`src/rtl/pattern_detector.sv`:
```
// Serial pattern detector: matches a reloadable N-bit pattern (MSB oldest)
// on a one-bit input stream, with overlapping/non-overlapping modes, a
// sample-enable qualifier and a saturating match counter.
//
// Ports:
//   clk          rising-edge clock
//   reset_n      asynchronous active-low reset
//   en           sample qualifier; a is consumed only when en=1
//   a            serial data bit
//   overlap      1 = suffix bits reused after a match, 0 = restart history
//   load         single-cycle pattern load strobe (discards history)
//   pattern_in   new pattern, captured when load=1
//   clear_count  synchronous clear of match_count (wins over a hit)
//   y            registered one-cycle match pulse
//   match_count  saturating number of matches since reset/clear
module pattern_detector #(
  parameter int unsigned    N       = 4,
  parameter logic [N-1:0]   PATTERN = N'(4'b1101),
  parameter int unsigned    CNT_W   = 8
) (
  input  logic             clk,
  input  logic             reset_n,
  input  logic             en,
  input  logic             a,
  input  logic             overlap,
  input  logic             load,
  input  logic [N-1:0]     pattern_in,
  input  logic             clear_count,
  output logic             y,
  output logic [CNT_W-1:0] match_count
);

  localparam int unsigned        FILL_W   = $clog2(N);
  localparam logic [FILL_W-1:0]  FILL_MAX = FILL_W'(N - 1);
  localparam logic [CNT_W-1:0]   CNT_MAX  = '1;

  // Reject pattern lengths outside the supported range at elaboration.
  if (N < 2 || N > 32) begin : g_bad_n
    $error("pattern_detector: N must be in 2..32");
  end

  logic [N-1:0]      pat;
  logic [N-2:0]      hist;
  logic [FILL_W-1:0] fill;
  logic [N-1:0]      window_c;
  logic              hit_c;

  // Candidate window: stored history with the current bit appended as LSB.
  assign window_c = {hist, a};

  // A match needs a full history, a consumed sample and no load this edge.
  assign hit_c = en & ~load & (fill == FILL_MAX) & (window_c == pat);

  // Pattern register.
  always_ff @(posedge clk or negedge reset_n) begin
    if (!reset_n) begin
      pat <= PATTERN;
    end else if (load) begin
      pat <= pattern_in;
    end
  end

  // History shift register and valid-bit fill counter.
  always_ff @(posedge clk or negedge reset_n) begin
    if (!reset_n) begin
      hist <= '0;
      fill <= '0;
    end else if (load) begin
      hist <= '0;
      fill <= '0;
    end else if (en) begin
      // Taking the low N-1 bits of the window keeps this legal for N=2.
      hist <= window_c[N-2:0];
      if (hit_c && !overlap) begin
        fill <= '0;
      end else if (fill != FILL_MAX) begin
        fill <= fill + FILL_W'(1);
      end
    end
  end

  // Registered match pulse.
  always_ff @(posedge clk or negedge reset_n) begin
    if (!reset_n) begin
      y <= 1'b0;
    end else begin
      y <= hit_c;
    end
  end

  // Saturating match counter; clear has priority over a hit.
  always_ff @(posedge clk or negedge reset_n) begin
    if (!reset_n) begin
      match_count <= '0;
    end else if (clear_count) begin
      match_count <= '0;
    end else if (hit_c && (match_count != CNT_MAX)) begin
      match_count <= match_count + CNT_W'(1);
    end
  end

endmodule

```
`config.mk`:
```
export PLATFORM = sky130hd
export DESIGN_NAME = pattern_detector
export DESIGN_NICKNAME = d
export VERILOG_FILES = /design/src/rtl/pattern_detector.sv
export SDC_FILE = /design/constraint.sdc
export NUM_CORES = 1
export LEC_CHECK = 0
export ABC_CLOCK_PERIOD_IN_PS = 1500
export BUFFER_PORTS_ARGS = -buffer_cell sky130_fd_sc_hd__buf_2
export CAP_MARGIN = 40
export CORE_MARGIN = 2
export CORE_UTILIZATION = 45
export CTS_CLUSTER_DIAMETER = 100
export DETAILED_ROUTE_END_ITERATION = 10
export PLACE_DENSITY = 0.75
export SKIP_CTS_REPAIR_TIMING = 1
export SLEW_MARGIN = 20
export SYNTH_ARGS = -nofsm -noshare
export SYNTH_HDL_FRONTEND = slang
export SYNTH_SLANG_ARGS = --single-unit
```
`constraint.sdc`:
```
create_clock -name clk -period 1.5 [get_ports clk]
set_input_delay 0.075 -clock clk [delete_from_list [all_inputs] [get_ports clk]]
set_output_delay 0.075 -clock clk [all_outputs]
set_load 0.005 [all_outputs]
```
== Yosys cells after proc, flatten, opt, wreduce, memory -nomap -nowiden ==
Cells that the tools add are included.

* Register bits after elaboration: 18
* Input port bits: 11
* Output and inout port bits: 9
* Word-level logic and storage cells: 30

* Add/sub/neg operators: 2
* Equality and inequality tests: 4
* Muxes and demuxes: 8
* Bitwise logic cells: 4
* Reductions and logical operators: 7

{| class="wikitable"
|+ Operators by type and width
! cell !! number
|-
| $mux 8 || 2
|-
| $add 8x1->8 const B || 1
|-
| $mux 2 || 4
|-
| $ne 8x8->1 const B || 1
|-
| $mux 3 || 2
|-
| $eq 4x4->1 || 1
|-
| $reduce_bool 2->1 || 2
|-
| $and 1x1->1 || 3
|-
| $reduce_bool 3->1 || 1
|-
| $add 2x1->2 const B || 1
|-
| $eq 2x2->1 const B || 1
|-
| $logic_and 1x1->1 || 2
|-
| $ne 2x2->1 const B || 1
|-
| $reduce_and 2->1 || 1
|-
| $logic_not 1->1 || 1
|-
| $not 1->1 || 1
|}

== Longest topological paths before layout ==
* Depth after elaboration: 8
* Gate-level depth with buffers: 6
* Mapped depth without buffers: 5

== Least setup slack after synthesis ==
OpenSTA, ideal clock, no wires.

* Path kind: register -> register
* Start point: register match_count[0]
* End point: register match_count[6]
* Setup time: 120 ps
* Data arrival time: 1434 ps
* Required time: 1380 ps
* Setup slack: -54 ps
* Cell stages (with the launch flop): 7
* Buffers on the path: 1
* Period minus slack after synthesis: 1554 ps
* Cells stage by stage: dfrtp_1 -> ha_1 -> and4_1 -> buf_6 -> nor3_4 -> a21oi_1 -> a31o_1

* Cells in the longest elaborated chain, start to end: 3
* Elaborated cells between the ends (all ways): 6
* Those cells by class: 1 x add/sub; 1 x eq/ne; 2 x mux; 2 x reduce/logical

{| class="wikitable"
|+ RTL lines
! item !! line !! source
|-
| from (decl) || 30 || <nowiki>output logic [CNT_W-1:0] match_count</nowiki>
|-
| from (signal assigned) || 98 || <nowiki>match_count <= match_count + CNT_W'(1);</nowiki>
|-
| $add 8x1->8 / $ne 8x8->1 (equally long branches) || 98, 97 ||
|-
| $mux 8 / $logic_and 1x1->1 (equally long branches) || 97 || <nowiki>end else if (hit_c && (match_count != CNT_MAX)) begin</nowiki>
|-
| $mux 8 / $reduce_bool 2->1 (equally long branches) || n/a ||
|}

Parallel ways exist; a longest one is shown, timed or not. The select of a mux whose other input is x is not followed.
A chain may end at the register's enable or synchronous reset.

== Worst setup path after layout ==
* Start point: register pat[2]
* End point: register match_count[5]

* Cells in the longest elaborated chain, start to end: 4

{| class="wikitable"
|+ RTL lines
! item !! line !! source
|-
| from (decl) || 42 || <nowiki>logic [N-1:0] pat;</nowiki>
|-
| from (signal assigned) || 59 || <nowiki>pat <= pattern_in;</nowiki>
|-
| $eq 4x4->1 || 52 || <nowiki>assign hit_c = en & ~load & (fill == FILL_MAX) & (window_c == pat);</nowiki>
|-
| $and 1x1->1 || 52 ||
|-
| $logic_and 1x1->1 || 97 ||
|-
| $reduce_bool 2->1 (no line) || n/a ||
|}

No other way between the ends.

==> impl_metrics.tcl <==
set metrics [dict create \
    status "finished, violations left" \
    violations "negative setup slack" \
    internal-power_uw 730 \
    peakVddDrop_mv 0.596 \
    max_slew_margin 0.739 \
    switching_share 0.246 \
    yosys_most_used_dff "dfrtp_1" \
    grt_max_degree 19 \
    cellPowerDensity_nw_per_um2 716 \
    seqPwrFrac 0.547 \
    max-cap-violations 0 \
    finClkSkew_ns 0.00689 \
    core_um2 2150 \
    hp-class "input port to register" \
    grt_setup_unrepaired "true" \
    grt_pass1_vias 726 \
    final_common_cell "buf_2" \
    path_class "register to register" \
    row_count 17 \
    numPortBuffers 19 \
    wirelength_um 1990 \
    setup_viol 7 \
    reg2reg_depth 6 \
    p_sw_uw 238 \
    syn_inst 83 \
    fin_ws_ns -0.115 \
    critPathMaxFanout 4 \
    finalWorstPathRequiredPeriod_ns 1.61 \
    comb_power_share 0.152 \
    final_cell_mix "19 x buf_2, 15 x dfrtp_1, 15 x buf_4, 13 x nor2_1, 6 x xnor2_1" \
    drtIter0Drc 15 \
    r2r-start "pat[2]" \
    clkPwrFrac 0.301 \
    synth_edf_count 0 \
    avgSynthCellArea_um2 12.0 \
    die_w_um 51.0 \
    tightestPinTransition_ns 0.391 \
    worstPathRequired_ns 1.69 \
    vias 759 \
    clkTransAtPathRegs_ns 0.10 \
    fmax_mhz 619 \
    clock_sinks 18 \
    dpl_cell_area_um2 1190 \
    die_area_um2 2610 \
    crit_arrival_ns 1.80 \
    min_to "pat[0]" \
    syn_nets 96 \
    nets 135 \
    post-route-util 0.630 \
    hold_violations 0 \
    dp_hpwl_um 1380 \
    vias_per_cell 5.09 \
    r2r-end "match_count[5]" \
    min_period_over_period 1.08 \
    finalInstanceArea_um2 1350 \
    async_reset_ff_frac 1.00 \
    io_pins 20 \
    initial_core_util 0.464 \
    drc 0 \
    diodes 0 \
    first_pass_iters 4 \
    grt_util_all_layers 0.155 \
    r2r_slack_ns -0.11 \
    h-tree-depth 1 \
    routedWlPerCell_um 13.4 \
    drive_above_1_share 0.521 \
    gp_congestion 0.788 \
    cts_tree "done" \
    worstHoldStart "pattern_in[0]" \
    insertion_delay_ns 0.29 \
    crit_path_end_kind "register" \
    antenna_left 0 \
    whs_path_depth 2 \
    syn2layout_area_growth_pct 35.8 \
    synthesis.area_um2 996 \
    cts_buffers 3 \
    antenna_found_initial 0 \
    cts_root_buffer "clkbuf_4" \
    fp.dieH_um 51.0 \
    synth.ff_latch_count 18 \
    drv_slew 0 \
    yosys_warnings 0 \
    synth_cell_types 32 \
    p_leak_uw 0.000607 \
    synth.yosys.seq_area_share 0.456 \
    clockBufferDepth 2 \
    startpoint_type "register" \
    grt_pass1_wl_um 2990 \
    overflow 0 \
]
[per-stage QoR]
stage               setup TNS [ns]  instances  total power (uW)  hold WS (ns)  setup slack (ns)
finish                      -0.562        149               968        0.0190            -0.115
floorplan                  -0.0695         83               612        -0.221           -0.0254
global placement            -0.365        137               644        0.0187           -0.0699
detailed placement          -0.620        137               650        0.0237            -0.112
CTS                         -0.755        141               939        -0.297            -0.134
global route                 -1.44        149              1020       0.00479            -0.211
[area by class of cell]
type	instances	area [um^2]
repair buffers	37	239
fillers	192	796
clock buffers	4	36.3
flip-flops and latches	18	454
multi-input cells	61	584
inverters	1	3.75
well taps	28	35.0
[metal layers]
metal | track usage | wire length, um | share of wire
met1 | 0.188 | 869 | 0.44
met4 | 0.0631 | 8 | 0.0040
met5 | 0 | 0 | 0
met2 | 0.273 | 1040 | 0.52
met3 | 0.0263 | 74 | 0.037
[cells by family (layout without fill, tap and decap cells)]
| family | count (synthesis) | after routing | share of synthesized area |
|---|---|---|---|
| DFF | 18 | 18 | 0.456 |
| xor gates and xnor gates | 10 | 10 | 0.0955 |
| adders and majority gates | 2 | 2 | 0.0251 |
| AOI/OAI and AO/OA | 4 | 4 | 0.0276 |
| and+or+nand+nor | 35 | 36 | 0.273 |
| buffers and inverters | 5 | 42 | 0.0276 |
| muxes | 9 | 9 | 0.0955 |
[power groups by stage]
stage | clock, uW | sequential, uW | combinational, uW
after floorplan | 0 | 530 | 81.5
after global placement | 0 | 532 | 112
after detailed placement | 0 | 533 | 117
after CTS | 298 | 524 | 117
after global routing | 330 | 532 | 163
final | 291 | 530 | 147
[flip-flops by register name, indices dropped and copies added, names as in the netlist]
| name | count |
|---|---|
| fill | 2 |
| hist | 3 |
| match_count | 8 |
| pat | 4 |
| y | 1 |
[worst max path at each step]
stage | start | endpoint | slack [ns]
2_1_floorplan | pat[2] | match_count[6] | -0.03
3_3_place_gp | pat[0] | match_count[6] | -0.07
6_report | pat[2] | match_count[5] | -0.11
3_5_place_dp | pat[3] | match_count[6] | -0.11
5_1_grt | pat[2] | match_count[3] | -0.21
4_1_cts | pat[2] | match_count[6] | -0.13
[worst max-delay path, stage by stage, from the launching register on]
cell and delay [ns]:
dfstp_2 0.56, xnor2_2 0.14, nand4b_4 0.17, buf_4 0.18
nor4_2 0.27, xnor2_1 0.15, nor2_1 0.05
[cells in the mapped netlist, types with 2 or more instances]
cell type   n  area (um^2)
a21oi_1     2         10.0
and4_1      2         17.5
dfrtp_1    15          375
dfstp_2     3         78.8
ha_1        2         25.0
mux2_2      4         45.0
mux2i_1     5         50.1
nand3_1     2         10.0
nand4_1     2         12.5
nor2_1     13         48.8
nor4_2      4         50.1
xnor2_1     9         78.8
(Power assumes the default switching activity.)
